$ cat src/rtl/dma_controller.sv
// Memory-to-memory copy engine and data-bus arbiter.
// Copies LEN words from SRC to DST as RD/WR bus-cycle pairs, stalling the CPU while it
// owns the bus and yielding one cycle after every BURST words if the CPU is waiting.
module dma_controller #(
  parameter int unsigned BURST = 8,
  parameter int unsigned LEN_W = 16
) (
  input  logic        clk,
  input  logic        rst,
  input  logic        cfg_sel,
  input  logic [1:0]  cfg_reg,
  input  logic [31:0] cfg_wdata,
  input  logic        cfg_wenable,
  output logic [31:0] cfg_rdata,
  input  logic        cpu_req,
  output logic        cpu_stall,
  output logic        m_grant,
  output logic [31:0] m_addr,
  output logic [31:0] m_wdata,
  output logic [3:0]  m_wenable,
  input  logic [31:0] m_rdata,
  input  logic        vblank,
  output logic        irq
);

  localparam int unsigned BCW = $clog2(BURST + 1);

  typedef enum logic [2:0] {StIdle, StWaitVb, StRd, StWr, StYield} state_e;

  state_e           state_q, state_d;
  logic [31:0]      src_q, src_d;
  logic [31:0]      dst_q, dst_d;
  logic [LEN_W-1:0] len_q, len_d;
  logic [BCW-1:0]   burst_q, burst_d;
  logic             wait_vb_q, wait_vb_d;
  logic             irq_en_q, irq_en_d;
  logic             done_q, done_d;

  logic             busy;
  logic             reg_we;
  logic             ctrl_we;
  logic             start_req;
  logic             done_clr;
  logic             xfer_last;
  logic             burst_full;
  logic [BCW-1:0]   burst_inc;

  assign busy       = (state_q != StIdle);
  assign reg_we     = cfg_sel & cfg_wenable;
  assign ctrl_we    = reg_we & (cfg_reg == 2'd3);
  // START is only honoured from IDLE; a START while busy is dropped.
  assign start_req  = ctrl_we & cfg_wdata[0] & ~busy;
  assign done_clr   = ctrl_we & cfg_wdata[9];
  assign burst_inc  = burst_q + BCW'(1);
  assign burst_full = (burst_inc == BCW'(BURST));
  assign xfer_last  = (len_q == LEN_W'(1));

  // State register.
  always_ff @(posedge clk) begin
    if (rst) begin
      state_q <= StIdle;
    end else begin
      state_q <= state_d;
    end
  end

  // Next-state logic.
  always_comb begin
    state_d = state_q;
    unique case (state_q)
      StIdle: begin
        // WAIT_VB is taken from the same CTRL write that carries START.
        if (start_req && (len_q != '0)) begin
          state_d = cfg_wdata[1] ? StWaitVb : StRd;
        end
      end
      StWaitVb: begin
        if (vblank) begin
          state_d = StRd;
        end
      end
      StRd: begin
        state_d = StWr;
      end
      StWr: begin
        if (xfer_last) begin
          state_d = StIdle;
        end else if (burst_full && cpu_req) begin
          state_d = StYield;
        end else begin
          state_d = StRd;
        end
      end
      StYield: begin
        state_d = StRd;
      end
      default: begin
        state_d = StIdle;
      end
    endcase
  end

  // Bus master outputs; grant only in RD/WR so the CPU access in a transition cycle completes.
  always_comb begin
    m_grant   = 1'b0;
    m_addr    = '0;
    m_wdata   = '0;
    m_wenable = 4'h0;
    unique case (state_q)
      StRd: begin
        m_grant = 1'b1;
        m_addr  = src_q;
      end
      StWr: begin
        m_grant   = 1'b1;
        m_addr    = dst_q;
        m_wdata   = m_rdata;
        m_wenable = 4'hF;
      end
      default: begin
      end
    endcase
  end

  assign cpu_stall = m_grant & cpu_req;
  assign irq       = done_q & irq_en_q;

  // Register file and transfer datapath next-state.
  always_comb begin
    src_d     = src_q;
    dst_d     = dst_q;
    len_d     = len_q;
    burst_d   = burst_q;
    wait_vb_d = wait_vb_q;
    irq_en_d  = irq_en_q;
    done_d    = done_q;

    if (reg_we && !busy) begin
      unique case (cfg_reg)
        2'd0:    src_d = {cfg_wdata[31:2], 2'b00};
        2'd1:    dst_d = {cfg_wdata[31:2], 2'b00};
        2'd2:    len_d = cfg_wdata[LEN_W-1:0];
        default: begin
        end
      endcase
    end

    if (ctrl_we) begin
      wait_vb_d = cfg_wdata[1];
      irq_en_d  = cfg_wdata[2];
    end

    if (done_clr) begin
      done_d = 1'b0;
    end

    if (start_req) begin
      burst_d = '0;
      // A zero-length transfer completes immediately without touching the bus.
      if (len_q == '0) begin
        done_d = 1'b1;
      end
    end

    if (state_q == StWr) begin
      src_d   = src_q + 32'd4;
      dst_d   = dst_q + 32'd4;
      len_d   = len_q - LEN_W'(1);
      burst_d = burst_full ? '0 : burst_inc;
      // Completion sets DONE after the clear above, so a coincident clear loses.
      if (xfer_last) begin
        done_d  = 1'b1;
        burst_d = '0;
      end
    end
  end

  // Register file flops.
  always_ff @(posedge clk) begin
    if (rst) begin
      src_q     <= '0;
      dst_q     <= '0;
      len_q     <= '0;
      burst_q   <= '0;
      wait_vb_q <= 1'b0;
      irq_en_q  <= 1'b0;
      done_q    <= 1'b0;
    end else begin
      src_q     <= src_d;
      dst_q     <= dst_d;
      len_q     <= len_d;
      burst_q   <= burst_d;
      wait_vb_q <= wait_vb_d;
      irq_en_q  <= irq_en_d;
      done_q    <= done_d;
    end
  end

  // Register read mux; SRC/DST/LEN show live transfer progress.
  always_comb begin
    cfg_rdata = '0;
    unique case (cfg_reg)
      2'd0: cfg_rdata = src_q;
      2'd1: cfg_rdata = dst_q;
      2'd2: cfg_rdata[LEN_W-1:0] = len_q;
      2'd3: begin
        cfg_rdata[1] = wait_vb_q;
        cfg_rdata[2] = irq_en_q;
        cfg_rdata[8] = busy;
        cfg_rdata[9] = done_q;
      end
      default: begin
      end
    endcase
  end

endmodule
$ cat config.mk
export PLATFORM = sky130hd
export DESIGN_NAME = dma_controller
export DESIGN_NICKNAME = d
export VERILOG_FILES = /design/src/rtl/dma_controller.sv
export SDC_FILE = /design/constraint.sdc
export NUM_CORES = 1
export LEC_CHECK = 0
export BUFFER_PORTS_ARGS = -buffer_cell sky130_fd_sc_hd__buf_2
export CORE_ASPECT_RATIO = 1.5
export CORE_MARGIN = 3
export CORE_UTILIZATION = 35
export DETAILED_ROUTE_END_ITERATION = 16
export GPL_ROUTABILITY_DRIVEN = 0
export MAX_ROUTING_LAYER = met4
export SETUP_SLACK_MARGIN = 0.5
export SKIP_LAST_GASP = 1
export SYNTH_ARGS = -nofsm -noshare
export SYNTH_HDL_FRONTEND = slang
export SYNTH_SLANG_ARGS = --single-unit
$ cat constraint.sdc
create_clock -name clk -period 2.9 [get_ports clk]
set_input_delay 0.58 -clock clk [delete_from_list [all_inputs] [get_ports clk]]
set_output_delay 0.58 -clock clk [all_outputs]
set_load 0.01 [all_outputs]
Word-level counts from Yosys, hierarchy flattened
Cells that the tools add are included.

Add/sub/neg operators: 4. Equality and inequality tests: 11. Muxes and demuxes: 34. Bitwise operators: 8. Reductions and logical operators: 19.

Operators with widths (number): $mux W32 (7); $add A32 B3 Y32 const B (2); $pmux W32 S2 (1); $mux W16 (3); $pmux W16 S2 (1); $mux W4 (5); $pmux W6 S3 (1); $eq A16 B1 Y1 const B (1); $logic_not A16 Y1 (1); $pmux W2 S4 (2); $reduce_bool A16 Y1 (1); $sub A16 B1 Y16 const B (1); $pmux W3 S5 (1); $pmux W5 S3 (1); $mux W3 (4); $reduce_bool A2 Y1 (5); $reduce_and A2 Y1 (4); $and A1 B1 Y1 (7); $eq A3 B2 Y1 const B (2); $mux W1 (6); $add A4 B1 Y4 const B (1); $eq A2 B2 Y1 const B (2); $eq A4 B4 Y1 const B (1); $ne A2 B2 Y1 const B (2); other kinds (12) (14).

Register bits after elaboration: 90. Bits of input ports: 72. Output and inout bits: 103. Word-level logic and storage cells: 84.

Depth between registers and ports, before layout
Word-level depth: 8. Depth in mapped cells: 9. Mapped depth without buffers: 7.

Worst setup path after synthesis
No wires, ideal clock.

Path type: reg-to-output. Start: register state_q[1]. End: output m_wdata[28]. Arrival time: 1.901 ns. Required time: 2.320 ns. Path slack: 0.419 ns. Cell stages (with the launch flop): 8. Buffers on the path: 4. Cells stage by stage: dfxtp_1 -> buf_2 -> nand3b_1 -> inv_1 -> buf_2 -> clkbuf_1 -> buf_1 -> and2_1.

Word-level cells in the longest chain between the ends: 2.

RTL lines: from (decl) (RTL line 30) `state_e state_q, state_d;`; from (signal assigned) (RTL line 61) `state_q <= StIdle;`; from (signal assigned) (RTL line 63) `state_q <= state_d;`; $eq A3 B2 Y1 (RTL line 109) `unique case (state_q)`; $mux W32 (RTL line 109); to (decl) (RTL line 19) `output logic [31:0] m_wdata,`.

Every way passes these cells.

Worst setup path in the final report
Start: register state_q[0]. End: output cfg_rdata[8].

Word-level cells in the longest chain between the ends: 2.

RTL lines: $reduce_bool A3 Y1 (RTL line 48) `assign busy = (state_q != StIdle);`; $pmux W2 S4 (RTL line 202) `unique case (cfg_reg)`; to (decl) (RTL line 14) `output logic [31:0] cfg_rdata,`.

Every way passes these cells.

==> impl_metrics.py <==
metrics = {
    "sta": {
        "layout_setup_ws_ps": 555.1,
        "fin_crit_sh": 0.8086,
        "max_freq_mhz": 426.5,
        "finalSetupViolCount": 0,
        "final_period_minus_worst_setup_slack_ps": 2345,
        "hold_violations": 0,
        "setup_tns_ps": 0,
        "max_slew_margin": 0.5582,
        "grt_setup_unrepaired": "false",
        "timing_worst_slew_pin_value_ps": 659.6,
        "timing.hold.ws_ps": 461.2,
        "final_max_slew_viol_count": 0,
        "finalClockSkew_ps": 6.526,
    },
    "logic_synthesis": {
        "mappedNetlistArea_sq_um": 6267,
        "asyncSetResetFlopFracSynth": 0,
        "post_synth_edffs": 0,
        "main_combinational_cell_family_by_area_after_synthesis": "simple AND/OR/NAND/NOR gates",
        "yosysWarnings": 0,
        "synthAdderAreaFrac": 0.01198,
        "multiplexer_share_of_the_synthesized_area": 0.1306,
        "synth-simple-area-share": 0.3120,
        "synthCells": 832,
        "ys_seq_elements": 86,
        "synth_sequential_area_ratio": 0.2747,
        "synthXorXnorAreaFrac": 0.01677,
        "synth-main-ff-cell": "dfxtp_1",
        "yosys.cell_types.count": 67,
        "synth_compound_gate_area_share": 0.1996,
        "synth.avg_cell_area_sq_um": 7.533,
    },
    "route": {
        "drt-initial-drc-count": 519,
        "vias_per_cell": 5.828,
        "wire_length_per_cell_um": 19.10,
        "drc_markers": 0,
        "met2_length_um": 11440,
        "drt_pass1_iterations": 7,
        "met3WireLength_um": 1293,
        "detail-route-antenna-nets": 0,
        "m1WireLength_um": 9353,
        "dr_total_vias": 7000,
        "highest_signal_layer": "met4",
        "totalWireLength_um": 22940,
    },
    "critical_path": {
        "critical_path.max_fanout": 10,
        "end_kind": "primary output",
        "timing_worst_setup_path_type": "reg -> out",
        "timing.rr.end": "src_q[13]$_SDFFE_PP0P_",
        "worst_setup_path_start_kind": "flip-flop",
        "count_of_cells_along_the_worst_register_to_register_path": 7,
        "crit-reg2reg-launch": "state_q[0]$_SDFFE_PP0P_",
        "cp.arrival_ps": 1760,
        "ff2ff_setup_slack_ps": 600,
        "worst_ep_required_time_ps": 2320,
    },
    "global_routing": {
        "grt_start_max_net_pins": 55,
        "first_global_vias": 6424,
        "antenna_found_initial": 0,
        "globalRoute.totalOverflow": 0,
        "grt_total_usage": 0.2328,
        "wire_length_of_the_first_global_routing_pass_um": 35080,
    },
    "run_status": {
        "status": "complete, no violations",
    },
    "worst_hold_path": {
        "min-delay-path-class": "reg -> reg",
        "worst_hold_startpoint": "done_q$_SDFF_PP0_",
        "hold_path_depth": 2,
        "worstHoldEndpoint": "done_q$_SDFF_PP0_",
    },
    "finish": {
        "area.growth.synth_to_final_pct": 22.96,
        "final_cell_mix": "buf_2, nor2_1, dfxtp_1, nand2_1, mux2i_1",
        "final_cells": 1201,
        "layout.nets": 1061,
        "final-seq-area_sq_um": 1723,
        "post_route_cells_drive_above_1_share": 0.2510,
        "antenna_cells": 0,
        "final.fill_count": 1818,
        "multi_input_area_sq_um": 4223,
        "most_common_cell_after_layout_fill_and_taps_aside": "buf_2",
    },
    "pwr": {
        "p_per_area_nw_per_um2": 359.6,
        "comb_power_share": 0.106,
        "p_leak_nw": 3.069,
        "total_power_mw": 2.771,
        "p_int_mw": 2.028,
        "share_seq_of_total_power": 0.451,
        "vdd_ir_drop_max_v": 0.0002414,
        "p_sw_frac": 0.2682,
        "power_switching_mw": 0.7433,
        "power_frac_clock": 0.443,
    },
    "clocking": {
        "cts_max_path_buffers": 2,
        "worst_setup_hold_path_clk_slew_ps": 60,
        "deepest_level_of_the_cts_h_tree": 3,
        "cts-buffers-inserted": 9,
        "clock-root-buffer": "clkbuf_16",
        "cts_tree": "done",
        "insertion_delay_ps": 340,
        "number_of_buffers_inserted_by_hold_repair_at_cts": 0,
        "cts_num_sinks": 86,
    },
    "die": {
        "design.core.area_sq_um": 17500,
        "start_util": 0.3582,
        "die-width_um": 115.3,
        "i_o_pins": 175,
        "die_height_um": 169.9,
        "dieArea_sq_um": 19580,
        "core.rowCount": 59,
    },
    "placement": {
        "placed_cells_incl_taps": 1183,
        "placement.setup.worst_slack_ps": 576.6,
        "dp_hpwl_um": 16940,
        "buffer_ports.inserted": 172,
    },
    "flow_run": {
        "max_cap_viols": 0,
    },
}
-- state kept, by name, summed over array words and instances (netlist names) --
name,cells
burst_q,4
done_q,1
dst_q,30
irq_en_q,1
len_q,16
src_q,30
state_q,3
wait_vb_q,1
-- synth_stat cells, types with 11 or more instances --
cell type,count,share of area
o21ai_0,42,0.034
buf_2,11,0.0088
dfxtp_1,86,0.27
mux2i_1,66,0.11
nand3_1,37,0.030
a21oi_1,63,0.050
nor2_1,98,0.059
nor3_1,19,0.015
and2_1,51,0.051
nand4_1,22,0.022
inv_1,13,0.0078
nand2_1,68,0.041
a31oi_1,20,0.020
a211oi_1,11,0.013
clkbuf_1,44,0.026
nor4_1,12,0.012
and4_1,15,0.021
-- per-stage QoR --
stage | instance area [sq um] | util
final | 7706 | 0.4405
after global routing | 7706 | 0.4405
after CTS | 7699 | 0.4400
after detailed placement | 7371 | 0.4213
after global placement | 7371 | 0.4213
after floorplan | 6272 | -
-- per-layer routing --
| metal | GRT usage | vias to the layer above |
|---|---|---|
| met4 | 0.1016 | 0 |
| li1 | - | 3377 |
| met3 | 0.02668 | 49 |
| met2 | 0.3919 | 268 |
| met5 | - | - |
| met1 | 0.2778 | 3306 |
-- worst max-delay path by stage --
| stage | startpoint | to | slack, ps | cells after the start |
|---|---|---|---|---|
| floorplan | state_q[1]$_SDFFE_PP0P_ | m_wdata[28] | 580 | 7 |
| global placement | cfg_reg[0] | dst_q[29]$_SDFFE_PP0P_ | 600 | 6 |
| detailed placement | cfg_reg[0] | dst_q[29]$_SDFFE_PP0P_ | 580 | 6 |
| CTS | state_q[0]$_SDFFE_PP0P_ | cfg_rdata[8] | 550 | 3 |
| global route | state_q[0]$_SDFFE_PP0P_ | cfg_rdata[8] | 500 | 3 |
| finish | state_q[0]$_SDFFE_PP0P_ | cfg_rdata[8] | 560 | 3 |
-- power by group through the flow --
stage	clock [mW]	sequential (mW)	combinational [mW]
finish	1.23	1.25	0.293
global route	1.28	1.26	0.318
CTS	1.24	1.25	0.292
detailed placement	0	1.28	0.291
global placement	0	1.28	0.289
floorplan	0	1.26	0.169
-- logic make-up (layout without fill, tap and decap cells) --
| family | after synthesis | count (layout) |
|---|---|---|
| adder cells (fa/ha/maj) | 6 | 6 |
| XOR/XNOR | 12 | 12 |
| AND/OR/NAND/NOR | 372 | 372 |
| other | 1 | 2 |
| AO/OA/AOI/OAI | 198 | 198 |
| flip-flops | 86 | 86 |
| buffers and inverters | 80 | 235 |
| multiplexers | 77 | 77 |
-- area by class of cell --
type / count / share of cell area
Inverter: 13 / 0.006332
Timing Repair Buffer: 206 / 0.1474
Clock buffer: 10 / 0.03101
Sequential cell: 86 / 0.2236
Multi-Input combinational cell: 667 / 0.5480
Clock inverter: 6 / 0.009092
Tap cell: 213 / 0.03458
-- repair_timing --
item,CTS,global route
pin swaps,2,0
resized for setup,1,2
endpoints found under the setup margin,37,4
setup buffers,2,0
-- critical path, stage by stage (launching register included) --
cell	delay, ps
dfxtp_2	370
or3_4	410
mux4_2	490
buf_2	160
(Power assumes the default switching activity.)
